===== src/rtl/fetch_stage.sv =====
// rtl/fetch_stage.sv - MIPS instruction-fetch stage with imem req/ack, IF/ID register and one-entry skid
// Fetch PC, word request to instruction memory, and IF/ID register with stall, redirect and skid.
module fetch_stage #(
   parameter logic [31:0] RESET_PC = 32'h0000_0000
) (
   input  logic        clk,
   input  logic        rst,
   output logic        imem_req,
   output logic [31:0] imem_addr,
   input  logic        imem_ack,
   input  logic [31:0] imem_rdata,
   input  logic        id_stall,
   input  logic        redirect_valid,
   input  logic [31:0] redirect_pc,
   output logic        if_id_valid,
   output logic [31:0] if_id_instr,
   output logic [31:0] if_id_pc4,
   output logic [31:0] pc_out
);

   typedef enum logic {
      S_REQ  = 1'b0,
      S_HOLD = 1'b1
   } state_t;

   localparam logic [31:0] RESET_PC_ALIGNED = {RESET_PC[31:2], 2'b00};

   state_t      r_state;
   logic [31:0] r_pc;
   logic        r_if_id_valid;
   logic [31:0] r_if_id_instr;
   logic [31:0] r_if_id_pc4;
   logic [31:0] r_skid_instr;
   logic [31:0] r_skid_pc4;

   state_t      w_state_nx;
   logic [31:0] w_pc_nx;
   logic        w_if_id_valid_nx;
   logic [31:0] w_if_id_instr_nx;
   logic [31:0] w_if_id_pc4_nx;
   logic [31:0] w_skid_instr_nx;
   logic [31:0] w_skid_pc4_nx;

   logic        w_slot_free;
   logic [31:0] w_pc_inc;
   logic [31:0] w_redirect_target;

   // Decode can take a new word when IF/ID is empty or is being consumed now.
   assign w_slot_free       = !r_if_id_valid || !id_stall;
   assign w_pc_inc          = r_pc + 32'd4;
   assign w_redirect_target = redirect_pc & 32'hFFFF_FFFC;

   assign imem_req    = (r_state == S_REQ) && !rst;
   assign imem_addr   = r_pc;
   assign pc_out      = r_pc;
   assign if_id_valid = r_if_id_valid;
   assign if_id_instr = r_if_id_instr;
   assign if_id_pc4   = r_if_id_pc4;

   always_ff @(posedge clk) begin
      if (rst) begin
         r_state       <= S_REQ;
         r_pc          <= RESET_PC_ALIGNED;
         r_if_id_valid <= 1'b0;
         r_if_id_instr <= 32'd0;
         r_if_id_pc4   <= 32'd0;
         r_skid_instr  <= 32'd0;
         r_skid_pc4    <= 32'd0;
      end else begin
         r_state       <= w_state_nx;
         r_pc          <= w_pc_nx;
         r_if_id_valid <= w_if_id_valid_nx;
         r_if_id_instr <= w_if_id_instr_nx;
         r_if_id_pc4   <= w_if_id_pc4_nx;
         r_skid_instr  <= w_skid_instr_nx;
         r_skid_pc4    <= w_skid_pc4_nx;
      end
   end

   always_comb begin
      w_state_nx       = r_state;
      w_pc_nx          = r_pc;
      w_if_id_valid_nx = r_if_id_valid;
      w_if_id_instr_nx = r_if_id_instr;
      w_if_id_pc4_nx   = r_if_id_pc4;
      w_skid_instr_nx  = r_skid_instr;
      w_skid_pc4_nx    = r_skid_pc4;

      if (redirect_valid) begin
         // Returning to REQ abandons the skid word; same-cycle ack data is dropped.
         w_pc_nx          = w_redirect_target;
         w_if_id_valid_nx = 1'b0;
         w_state_nx       = S_REQ;
      end else begin
         case (r_state)
            S_REQ: begin
               if (imem_ack) begin
                  w_pc_nx = w_pc_inc;
                  if (w_slot_free) begin
                     w_if_id_instr_nx = imem_rdata;
                     w_if_id_pc4_nx   = w_pc_inc;
                     w_if_id_valid_nx = 1'b1;
                  end else begin
                     w_skid_instr_nx = imem_rdata;
                     w_skid_pc4_nx   = w_pc_inc;
                     w_state_nx      = S_HOLD;
                  end
               end else if (w_slot_free) begin
                  w_if_id_valid_nx = 1'b0;
               end
            end
            S_HOLD: begin
               if (w_slot_free) begin
                  w_if_id_instr_nx = r_skid_instr;
                  w_if_id_pc4_nx   = r_skid_pc4;
                  w_if_id_valid_nx = 1'b1;
                  w_state_nx       = S_REQ;
               end
            end
            default: w_state_nx = S_REQ;
         endcase
      end
   end

endmodule


===== config.mk =====
export PLATFORM = sky130hd
export DESIGN_NAME = fetch_stage
export DESIGN_NICKNAME = d
export VERILOG_FILES = /design/src/rtl/fetch_stage.sv
export SDC_FILE = /design/constraint.sdc
export NUM_CORES = 1
export LEC_CHECK = 0
export BUFFER_PORTS_ARGS = -buffer_cell sky130_fd_sc_hd__buf_2
export CORE_MARGIN = 10
export CORE_UTILIZATION = 41
export CTS_CLUSTER_SIZE = 28
export DETAILED_ROUTE_END_ITERATION = 16
export HOLD_SLACK_MARGIN = 0.03
export PLACE_DENSITY = 0.7
export SETUP_SLACK_MARGIN = 0.15
export SLEW_MARGIN = 5
export SYNTH_ARGS = -nofsm -noshare
export SYNTH_HDL_FRONTEND = slang
export SYNTH_SLANG_ARGS = --single-unit

===== constraint.sdc =====
create_clock -name clk -period 2.15 [get_ports clk]
set_input_delay 0.215 -clock clk [delete_from_list [all_inputs] [get_ports clk]]
set_output_delay 0.215 -clock clk [all_outputs]
set_load 0.05 [all_outputs]

Yosys cells after proc, flatten, opt, wreduce, memory -nomap -nowiden
Index checks and enable logic that the tools add are counted.

cells by class
  reduce and logical (&&, ||, !) cells = 11
  add/subtract/negate cells = 1
  muxes and demuxes = 18
  bitwise operators = 3
  eq/ne operators = 5

operator list
  kind                                                              count
  32-bit two-way mux                                                9
  32-bit case mux with 2 select lines                               2
  32-bit by 3-bit adder with 32-bit output (second input constant)  1
  4-bit AND reduction                                               2
  2-bit != test (second input constant)                             3
  1-bit two-way mux                                                 5
  1-bit case mux with 2 select lines                                2
  2-bit AND reduction                                               2
  1-bit zero test                                                   3
  3-bit != test (second input constant)                             1
  1-bit NOT                                                         3
  2-bit by 1-bit != test with 1-bit output (second input constant)  1
  2-bit nonzero test                                                1
  2-bit OR reduction                                                1
  1-bit logical AND                                                 1
  1-bit logical OR                                                  1

storage, ports and cells
  register bits after elaboration = 162
  output and inout bits = 130
  logic and storage cells = 46

Logic depth before layout (Yosys ltp)
Gate-level depths: netlist of the first run.

  depth in word-level cells = 5
  depth in mapped cells = 8
  gate-level depth less buffers = 6

Worst setup path before layout of the first run
No wires, ideal clock.

  kind = flip-flop to flip-flop
  start = register r_pc[2], in the netlist imem_addr[2]
  end = register r_if_id_pc4[20], in the netlist if_id_pc4[20]
  setup time = 0.133 ns
  buffers on the path = 1
  cell stages (with the launch flop) = 8
  clock period less this slack = 2.407 ns
  setup slack = -0.257 ns
  arrival time = 2.275 ns
  data required time = 2.017 ns
  cell sequence = dfxtp_1 > ha_1 > nand3_1 > or2_1 > buf_2 > o41a_1 > o21ai_0 > a31oi_1

between the ends
  longest elaborated chain between the ends = 4

RTL lines
  item                                      line  source
  from (decl)                               29    logic [31:0] r_pc;
  from (signal assigned)                    71    r_pc <= w_pc_nx;
  32-bit by 3-bit adder with 32-bit output  50    assign w_pc_inc = r_pc + 32'd4;
  32-bit two-way mux                        99    if (w_slot_free) begin
  32-bit two-way mux                        97    if (imem_ack) begin
  32-bit case mux with 2 select lines       95    case (r_state)
  to (signal assigned)                      74    r_if_id_pc4 <= w_if_id_pc4_nx;
  to (decl)                                 32    logic [31:0] r_if_id_pc4;

Every way passes these cells. The select of a mux whose other input is x is not followed.
A chain may end at the register's enable or synchronous reset.

Final worst setup path of the first run
  start = register r_pc[7], in the netlist imem_addr[7]
  end = register r_skid_pc4[24]

between the ends
  longest elaborated chain between the ends = 1

RTL lines
  item                                      line  source
  32-bit by 3-bit adder with 32-bit output  50
  to (signal assigned)                      76    r_skid_pc4 <= w_skid_pc4_nx;
  to (decl)                                 34    logic [31:0] r_skid_pc4;

Every way passes these cells.

==> out/results.txt, run 1 <==
RD Place Congestion = 0.838
GRT Max-Usage Layer = met2
Worst R2R Path Depth = 7
final net count = 1111
Slowest-stage cell, CP = dfxtp_2
CTS Buffer Depth = 2
residual DRC count = 0
Synth Warn # = 0
fin. max-slew vios = 0
hold path start = imem_rdata[27]
status = finished, final reports clean
commonest cells after routing, fill and taps aside = 189 x buf_2, 135 x dfxtp_1, 115 x nand2_1, 109 x nor2_1, 73 x a211oi_1
Worst Hold Endpoint = r_skid_instr[27]
crit start category = flop
reg2reg end = r_skid_pc4[24]
hold depth = 3
Ports = 199
xor/xnor share of the synthesized area = 6.50%
mean post-synth cell area = 8.35 µm²
ratio of cells with drive above 1 in the final layout = 28.4%
grt met1 use = 20.8%
complex-gate fraction of the synthesized area = 15.7%
crit-path max cell delay = 430 ps
Post-DP HPWL = 14300 µm
Die Height = 153 µm
Initial Util = 41.9%
Clock Sinks = 156
commonest non-fill, non-tap cell in the layout = buf_2
unrepaired setup endpoints after global routing = no
Non-Filler Cell Area, Final = 9360 µm²
cells along the critical path = nand4_1, buf_4, nor4_4, buf_4, nand3_1, xor2_1, a211oi_1
# diodes = 0
worst hold path type = in -> reg
synth unique cells = 50
Post-Synthesis Cells = 872
min cycle time layout = 1910 ps
vias per cell = 5.21
Post-DRT Antenna Nets = 0
Post-synth EDFFs = 0
Power Dens Cells = 802 nW/µm²
critical path arrival = 2250 ps
ys async rst share = 0%
Final period util = 89.0%
Skew-Pair Late Insertion Delay = 430 ps
CP dominant cell by count = buf_4
Util after Layout = 53.9%
simple-gate share of the synthesized area = 21.4%
CTS tree = yes
Top FF cell, synth = dfxtp_1
mux contribution to synthesized area = 5.36%
vias in the first global route = 6546
final hold viol count = 0
clk root buf = clkbuf_16
Overall Global Routing Usage = 17.4%
Max Fclk = 523 MHz
initial antenna violation count = 0
largest family of logic cells by synthesized area = simple AND/OR/NAND/NOR gates
VDD IR max = 0.000562 V
Num CTS Buffers = 17
pin count of the biggest net entering global routing = 91
Placement Cell Area = 8350 µm²
first-pass GRT wire length = 34100 µm
static leakage = 3.78 nW
sequential area share after synthesis = 42.9%
final setup violation count = 0
Clock Skew = 16.3 ps
Sum Neg Setup Slack = 0 ps
H-tree level count = 4
drt first pass iters = 5
chip width = 153 µm
worst slack at placement = 144 ps
WS Path Type = reg -> reg
Layout area overhead = 28.6%
Port Buffer Count = 190
CP Max Fanout = 8
total number of vias = 6661
Slew @ Worst Pin = 693 ps
Worst EP required = 2490 ps
adder-cell share of the synthesized area = 0.172%
Worst slew margin = 53.8%
drt wl/cell = 16.5 µm
met3 Track Usage GR = 4.29%
routed wire length = 21100 µm
floorplan core area = 17400 µm²
max cap viols = 0
Rows = 48
met2 usage = 29.7%
clk slew on worst S/H paths = 60 ps
Worst setup EP type = flop
number of synthesized register bits = 156
FF-to-FF setup slack = 240 ps
DRT iter0 DRCs = 386
die area = 23500 µm²
Mapped Area = 7280 µm²
reg2reg start = imem_addr[7]
gr ovfl total = 0
post-route worst setup slack = 236 ps
-- layer usage --
metal / wire length [µm] / share of wire (%)
met1: 8990 / 43
met2: 10600 / 50
met3: 1150 / 5.4
met4: 386 / 1.8
met5: 0 / 0
-- repair_timing --
action                                 in CTS  in global routing
hold buffers                               30                  0
setup endpoints to repair                   1                  8
endpoints found under the hold margin      30                  0
gates resized for setup                     1                 12
pin swaps                                   0                  4
setup buffers                               0                  3
-- metrics by stage --
stage / hold slack, ps / instances / power [mW]
4_1_cts: 30.0 / 1276 / 7.57
5_1_grt: 31.2 / 1279 / 7.80
6_report: 38.0 / 1279 / 7.50
2_1_floorplan: 349 / 877 / 4.06
3_3_place_gp: 440 / 1214 / 4.34
3_5_place_dp: 443 / 1214 / 4.35
-- state kept, by name (all words and copies together) (netlist names) --
name	cells
if_id_instr	32
r_skid_instr	32
if_id_pc4	30
imem_addr	30
r_skid_pc4	30
if_id_valid	1
r_state	1
-- final cells by class --
cell class | instances | area [µm²]
flip-flops and latches | 156 | 3180
repair buffers | 253 | 1560
multi-input cells | 608 | 3700
clock buffers | 23 | 489
well taps | 225 | 282
clock inverters | 9 | 133
inverters | 5 | 18.8
fillers | 1647 | 8000
-- critical path, delay by kind of cell, from the launching register on --
family          cells  cell delay, ps
buf+inv             2             410
simple gates        3             540
xor+xnor            1             180
compound gates      1             270
flops               1             430
-- power breakdown --
group | total [mW] | switching (mW) | internal (mW)
sequential | 3.10 | 0.103 | 3.00
clock | 3.18 | 1.22 | 1.96
combinational | 1.22 | 0.871 | 0.347
-- how the worst max path moves through the flow --
stage,start,to,slack [ps],depth (start not counted)
after floorplan,imem_addr[14],imem_addr[19],140,8
after global placement,imem_addr[10],imem_addr[17],190,5
after detailed placement,imem_addr[10],imem_addr[27],140,6
after CTS,imem_addr[10],imem_addr[27],160,6
after global routing,imem_addr[7],r_skid_pc4[26],130,7
final,imem_addr[7],r_skid_pc4[24],240,7
-- Yosys cell counts (2+ instances only) --
| cell type | number | area share [%] |
|---|---|---|
| a32o_1 | 2 | 0.28 |
| and2_1 | 3 | 0.26 |
| nor4_1 | 6 | 0.52 |
| nor3_1 | 20 | 1.4 |
| dfxtp_1 | 156 | 43 |
| o21bai_1 | 3 | 0.31 |
| o22ai_1 | 13 | 1.1 |
| a21oi_1 | 60 | 4.1 |
| o21ai_0 | 12 | 0.83 |
| buf_4 | 36 | 3.7 |
| nand4_1 | 9 | 0.77 |
| nand2_1 | 115 | 5.9 |
| and4_1 | 4 | 0.48 |
| buf_2 | 6 | 0.41 |
| mux2i_1 | 39 | 5.4 |
| nor2_1 | 109 | 5.6 |
| clkbuf_1 | 58 | 3.0 |
| or3_1 | 3 | 0.26 |
| inv_1 | 4 | 0.21 |
| nor3_2 | 9 | 1.2 |
| nand3_1 | 22 | 1.5 |
| nor4_2 | 4 | 0.69 |
| a31oi_1 | 3 | 0.26 |
| nand2b_1 | 3 | 0.26 |
| xor2_1 | 27 | 3.2 |
| xnor2_1 | 27 | 3.2 |
| buf_1 | 6 | 0.31 |
| a211oi_1 | 75 | 7.7 |
| a21o_1 | 2 | 0.21 |
| and3_1 | 16 | 1.4 |
-- kinds of logic after synthesis --
| group | count (synthesis) |
|---|---|
| fa+ha+maj | 1 |
| flops | 156 |
| compound gates | 177 |
| buf+inv | 113 |
| mux | 39 |
| other cells | 1 |
| xor+xnor | 54 |
| simple gates | 331 |
Note: power is estimated with default switching activity, not from simulation.
==> run 2: changes to the inputs <==
BUFFER_PORTS_ARGS = -buffer_cell sky130_fd_sc_hd__buf_4   (was -buffer_cell sky130_fd_sc_hd__buf_2)
==> out/results.txt, run 2 (same netlist as run 1, synthesis figures left out) <==
Sw Share = 28.5% (was 29.2%)
DP Cell Count = 1212 (was 1214)
commonest cells after routing, fill and taps aside = 221 x buf_4, 135 x dfxtp_1, 115 x nand2_1, 109 x nor2_1, 75 x a211oi_1 (was 189 x buf_2, 135 x dfxtp_1, 115 x nand2_1, 109 x nor2_1, 73 x a211oi_1)
met2 usage = 29.4% (was 29.7%)
Port Buffer Count = 190 (unchanged)
total number of vias = 6536 (was 6661)
Rows = 48 (unchanged)
Clock Sinks = 156 (unchanged)
Ports = 199 (unchanged)
WS Path Type = reg -> reg (unchanged)
vias per cell = 5.18 (was 5.21)
Non-Filler Instances = 1262 (was 1279)
chip width = 153 µm (unchanged)
die area = 23500 µm² (unchanged)
Post-DP HPWL = 14200 µm (was 14300 µm)
ratio of cells with drive above 1 in the final layout = 29.1% (was 28.4%)
Sequential Power Share = 41.1% (was 41.4%)
Slew @ Worst Pin = 670 ps (was 693 ps)
crit-path max cell delay = 510 ps (was 430 ps)
fin. max-slew vios = 0 (unchanged)
critical path arrival = 2300 ps (was 2250 ps)
Slowest-stage cell, CP = or4_4 (was dfxtp_2)
clock power share = 41.9% (was 42.4%)
Worst slew margin = 55.3% (was 53.8%)
initial antenna violation count = 0 (unchanged)
final net count = 1094 (was 1111)
drt first pass iters = 4 (was 5)
clk slew on worst S/H paths = 60 ps (about the same)
Final Power = 7.59 mW (was 7.50 mW)
Power Dens Cells = 789 nW/µm² (was 802 nW/µm²)
grt met1 use = 20.8% (about the same)
WHS = 46.2 ps (was 38.0 ps)
Placement Cell Area = 8780 µm² (was 8350 µm²)
commonest non-fill, non-tap cell in the layout = buf_4 (was buf_2)
CTS tree = yes (unchanged)
Num CTS Buffers = 17 (unchanged)
drt wl/cell = 16.6 µm (was 16.5 µm)
routed wire length = 20900 µm (was 21100 µm)
Sum Neg Setup Slack = 0 ps (unchanged)
share of total power in combinational logic = 17.0% (was 16.2%)
Initial Util = 41.9% (unchanged)
first-pass GRT wire length = 33900 µm (was 34100 µm)
Final period util = 91.9% (was 89.0%)
Layout area overhead = 32.3% (was 28.6%)
worst hold path type = in -> reg (unchanged)
post-route worst setup slack = 173 ps (was 236 ps)
# fillers = 1604 (was 1647)
gr ovfl total = 0 (unchanged)
# diodes = 0 (unchanged)
clk root buf = clkbuf_16 (unchanged)
final setup violation count = 0 (unchanged)
GRT Max-Usage Layer = met2 (unchanged)
VDD IR max = 0.000533 V (was 0.000562 V)
critical path's top delay family = simple AND/OR/NAND/NOR gates (unchanged)
min cycle time layout = 1980 ps (was 1910 ps)
Util after Layout = 55.5% (was 53.9%)
status = finished, final reports clean (unchanged)
met3 Track Usage GR = 4.60% (was 4.29%)
static leakage = 3.76 nW (was 3.78 nW)
CTS Buffer Depth = 2 (unchanged)
CP Max Fanout = 15 (was 8)
pin count of the biggest net entering global routing = 91 (unchanged)
unrepaired setup endpoints after global routing = yes (was no)
Clock Skew = 8.09 ps (was 16.3 ps)
floorplan core area = 17400 µm² (unchanged)
Overall Global Routing Usage = 17.3% (was 17.4%)
Post-DRT Antenna Nets = 0 (unchanged)
Skew-Pair Late Insertion Delay = 420 ps (was 430 ps)
Worst EP required = 2470 ps (was 2490 ps)
buffer and inverter count on the worst path = 1 (was 2)
Max Fclk = 506 MHz (was 523 MHz)
Worst setup EP type = flop (unchanged)
RD Place Congestion = 0.832 (was 0.838)
Int Power = 5.43 mW (was 5.31 mW)
worst slack at placement = 86.4 ps (was 144 ps)
DRT iter0 DRCs = 386 (unchanged)
residual DRC count = 0 (unchanged)
cells along the critical path = nand3_1, or4_4, buf_8, or3_1, a311oi_2 (was nand4_1, buf_4, nor4_4, buf_4, nand3_1, xor2_1, a211oi_1)
crit start category = flop (unchanged)
Die Height = 153 µm (unchanged)
sw power = 2.17 mW (was 2.19 mW)
final hold viol count = 0 (unchanged)
max cap viols = 0 (unchanged)
Non-Filler Cell Area, Final = 9630 µm² (was 9360 µm²)
vias in the first global route = 6363 (was 6546)
H-tree level count = 4 (unchanged)
==> run 2: what timing repair did <==
item | in CTS | in global routing
setup buffers | 0 | 7
endpoints found under the hold margin | 9 | 2
pin swaps | 0 | 3
resized for setup | 3 | 7
hold buffers | 9 | 2
endpoints found under the setup margin | 7 | 24
==> run 2: worst paths after layout <==
kind	slack (ps)	endpoint	depth (start not counted)	start
min	50	imem_addr[14]	3	redirect_pc[14]
max	170	imem_addr[17]	5	imem_addr[13]
min reg2reg	450	r_skid_instr[16]	2	r_skid_instr[16]
max reg2reg	170	imem_addr[17]	5	imem_addr[13]
==> run 2: layout make-up <==
class	instances	area, µm²	area share (%)
Inverter	5	18.8	0.195
Multi-Input combinational cell	608	3690	38.4
Clock buffer	23	499	5.18
Timing Repair Buffer	236	1840	19.1
Tap cell	225	282	2.92
Clock inverter	9	131	1.36
Sequential cell	156	3170	32.9
==> run 2: worst reg2reg max path, delay by kind of cell, from the launching register on <==
| family | cells | cell delay (ps) |
|---|---|---|
| DFF | 1 | 410 |
| AOI/OAI and AO/OA | 1 | 260 |
| and+or+nand+nor | 3 | 1020 |
| buffers and inverters | 1 | 180 |
==> run 2: power groups by stage <==
stage | Clock (mW) | Combinational (mW) | Sequential (mW)
floorplan | 0 | 0.564 | 3.50
global placement | 0 | 1.27 | 3.18
detailed placement | 0 | 1.27 | 3.18
CTS | 3.25 | 1.29 | 3.12
global route | 3.38 | 1.38 | 3.14
finish | 3.18 | 1.29 | 3.12
==> run 2: layer usage <==
metal / routed length, µm / vias to the layer above
met5: 0 / -
met2: 10400 / 137
met3: 1110 / 20
li1: - / 3300
met1: 9070 / 3079
met4: 301 / 0
==> run 3: changes to the inputs <==
ABC_AREA = 1   (was unset)
CORE_ASPECT_RATIO = 1.4   (was unset)
==> out/results.txt, run 3 <==
vias per cell = 4.93 (was 5.18)
area occupied by multi-input gates = 3460 µm² (was 3690 µm²)
final hold viol count = 0 (unchanged)
Post-DP HPWL = 15700 µm (was 14200 µm)
sequential area share after synthesis = 42.2% (was 42.9%)
Placement Cell Area = 8720 µm² (was 8780 µm²)
synth unique cells = 34 (was 50)
Die Height = 179 µm (was 153 µm)
first-pass GRT wire length = 36000 µm (was 33900 µm)
CP Max Fanout = 52 (was 15)
post-route worst setup slack = 301 ps (was 173 ps)
Overall Global Routing Usage = 18.5% (was 17.3%)
Post-DRT Antenna Nets = 0 (unchanged)
DRT iter0 DRCs = 465 (was 386)
CTS tree = yes (unchanged)
commonest non-fill, non-tap cell in the layout = nand2_1 (was buf_4)
VDD IR max = 0.000449 V (was 0.000533 V)
DP Cell Count = 1404 (was 1212)
Max Fclk = 541 MHz (was 506 MHz)
die area = 23900 µm² (was 23500 µm²)
Top FF cell, synth = dfxtp_1 (unchanged)
initial antenna violation count = 0 (unchanged)
final net count = 1272 (was 1094)
clk slew on worst S/H paths = 60 ps (about the same)
fin. max-slew vios = 0 (unchanged)
clk root buf = clkbuf_16 (unchanged)
drt wl/cell = 15.6 µm (was 16.6 µm)
commonest cells after routing, fill and taps aside = 241 x nand2_1, 207 x buf_4, 155 x dfxtp_1, 153 x nor2_1, 122 x o21ai_0 (was 221 x buf_4, 135 x dfxtp_1, 115 x nand2_1, 109 x nor2_1, 75 x a211oi_1)
Skew-Pair Late Insertion Delay = 420 ps (about the same)
Slew @ Worst Pin = 625 ps (was 670 ps)
critical path arrival = 1630 ps (was 2300 ps)
Mapped Area = 7400 µm² (was 7280 µm²)
FF/Latch Area = 3120 µm² (was 3170 µm²)
pin count of the biggest net entering global routing = 55 (was 91)
ys async rst share = 0% (unchanged)
unrepaired setup endpoints after global routing = no (was yes)
Final period util = 86.0% (was 91.9%)
floorplan core area = 17900 µm² (was 17400 µm²)
Ports = 199 (unchanged)
cell taking the most area after synthesis = dfxtp_1 (unchanged)
Worst setup EP type = primary output (was flop)
Layout area overhead = 29.1% (was 32.3%)
Synth Warn # = 0 (unchanged)
H-tree level count = 4 (unchanged)
Non-Filler Instances = 1453 (was 1262)
Util after Layout = 53.5% (was 55.5%)
WS Path Type = reg -> out (was reg -> reg)
min cycle time layout = 1850 ps (was 1980 ps)
mean post-synth cell area = 7.04 µm² (was 8.35 µm²)
Final Power = 7.83 mW (was 7.59 mW)
dominant cells by area after synthesis = dfxtp_1 42%, nand2_1 12%, o21ai_0 8.2%, nor2_1 7.8%, a21oi_1 5.3% (was dfxtp_1 43%, a211oi_1 7.7%, nand2_1 5.9%, nor2_1 5.6%, mux2i_1 5.4%)
commonest cells in the netlist = 241 x nand2_1, 156 x dfxtp_1, 153 x nor2_1 (was 156 x dfxtp_1, 115 x nand2_1, 109 x nor2_1)
max cap viols = 0 (unchanged)
residual DRC count = 0 (unchanged)
total number of vias = 7166 (was 6536)
CTS Buffer Depth = 2 (unchanged)
vias in the first global route = 6988 (was 6363)
RD Place Congestion = 0.901 (was 0.832)
Non-Filler Cell Area, Final = 9560 µm² (was 9630 µm²)
# diodes = 0 (unchanged)
chip width = 134 µm (was 153 µm)
top cell type's share of synthesized area = 42.2% (was 42.9%)
Sum Neg Setup Slack = 0 ps (unchanged)
Power Dens Cells = 819 nW/µm² (was 789 nW/µm²)
crit start category = flop (unchanged)
Num CTS Buffers = 17 (unchanged)
worst slack at placement = 379 ps (was 86.4 ps)
Clock Skew = 6.79 ps (was 8.09 ps)
Worst EP required = 1930 ps (was 2470 ps)
Worst slew margin = 58.3% (was 55.3%)
Post-synth EDFFs = 0 (unchanged)
Initial Util = 41.5% (was 41.9%)
gr ovfl total = 0 (unchanged)
worst hold path type = in -> reg (unchanged)
drt first pass iters = 5 (was 4)
Rows = 58 (was 48)
number of synthesized register bits = 156 (unchanged)
# fillers = 1768 (was 1604)
routed wire length = 22600 µm (was 20900 µm)
status = finished, final reports clean (unchanged)
most numerous cell in the Yosys netlist = nand2_1 (was dfxtp_1)
Port Buffer Count = 190 (unchanged)
WHS = 39.9 ps (was 46.2 ps)
post_cts resized = 0 (was 3)
Clock Sinks = 156 (unchanged)
static leakage = 4.45 nW (was 3.76 nW)
final setup violation count = 0 (unchanged)
Post-Synthesis Cells = 1051 (was 872)
ratio of cells with drive above 1 in the final layout = 22.5% (was 29.1%)
-- run 3: cell types whose count changed after synthesis, moves of 23 or more --
cell / previous run / this run
nor2_1: 109 / 153
a31oi_1: 3 / 41
a211oi_1: 75 / 1
nand2_1: 115 / 241
xor2_1: 27 / 3
buf_2: 6 / 29
xnor2_1: 27 / 4
mux2i_1: 39 / 0
o21ai_0: 12 / 122
inv_1: 4 / 69
clkbuf_1: 58 / 28
-- run 3: logic make-up after synthesis --
logic type	synth area share [%]
DFF	42.2
adders and majority gates	0.169
buffers and inverters	11.3
xor gates and xnor gates	2.59
other	0.0507
AOI/OAI and AO/OA	19.1
and+or+nand+nor	24.6
-- run 3: layout make-up --
type | instances | share of cell area [%]
Multi-Input combinational cell | 726 | 36.2
Sequential cell | 156 | 32.7
Clock buffer | 22 | 4.75
Tap cell | 240 | 3.14
Timing Repair Buffer | 226 | 18.2
Inverter | 75 | 2.95
Clock inverter | 8 | 1.99
-- run 3: repair_timing --
action,in CTS,in global routing
hold endpoints to repair,19,0
setup buffers,0,0
hold buffers,19,0
-- run 3: worst paths after layout --
| path | startpoint | cells past startpoint | endpoint | slack (ps) |
|---|---|---|---|---|
| setup reg to reg | imem_addr[2] | 10 | imem_addr[20] | 370 |
| hold / removal | imem_rdata[7] | 3 | r_skid_instr[7] | 40 |
| setup / recovery | r_state | 3 | imem_req | 300 |
| hold reg to reg | r_skid_pc4[3] | 2 | r_skid_pc4[3] | 460 |
-- run 3: power breakdown --
| part | total [mW] | internal, mW | switching (mW) |
|---|---|---|---|
| logic | 1.35 | 0.421 | 0.932 |
| registers | 3.14 | 3.02 | 0.112 |
| clock network | 3.34 | 2.19 | 1.14 |
-- run 3: critical path, stage by stage (launching register included) --
cell and delay (ps):
dfxtp_2 350, buf_4 510, nor2_1 110, buf_4 210
-- run 3: per-layer routing --
metal	GRT usage, %	up-vias	wire (µm)
met4	6.45	0	476
li1	-	3641	-
met1	21.8	3280	9630
met3	4.49	28	1200
met2	32.2	217	11300
met5	0	-	0
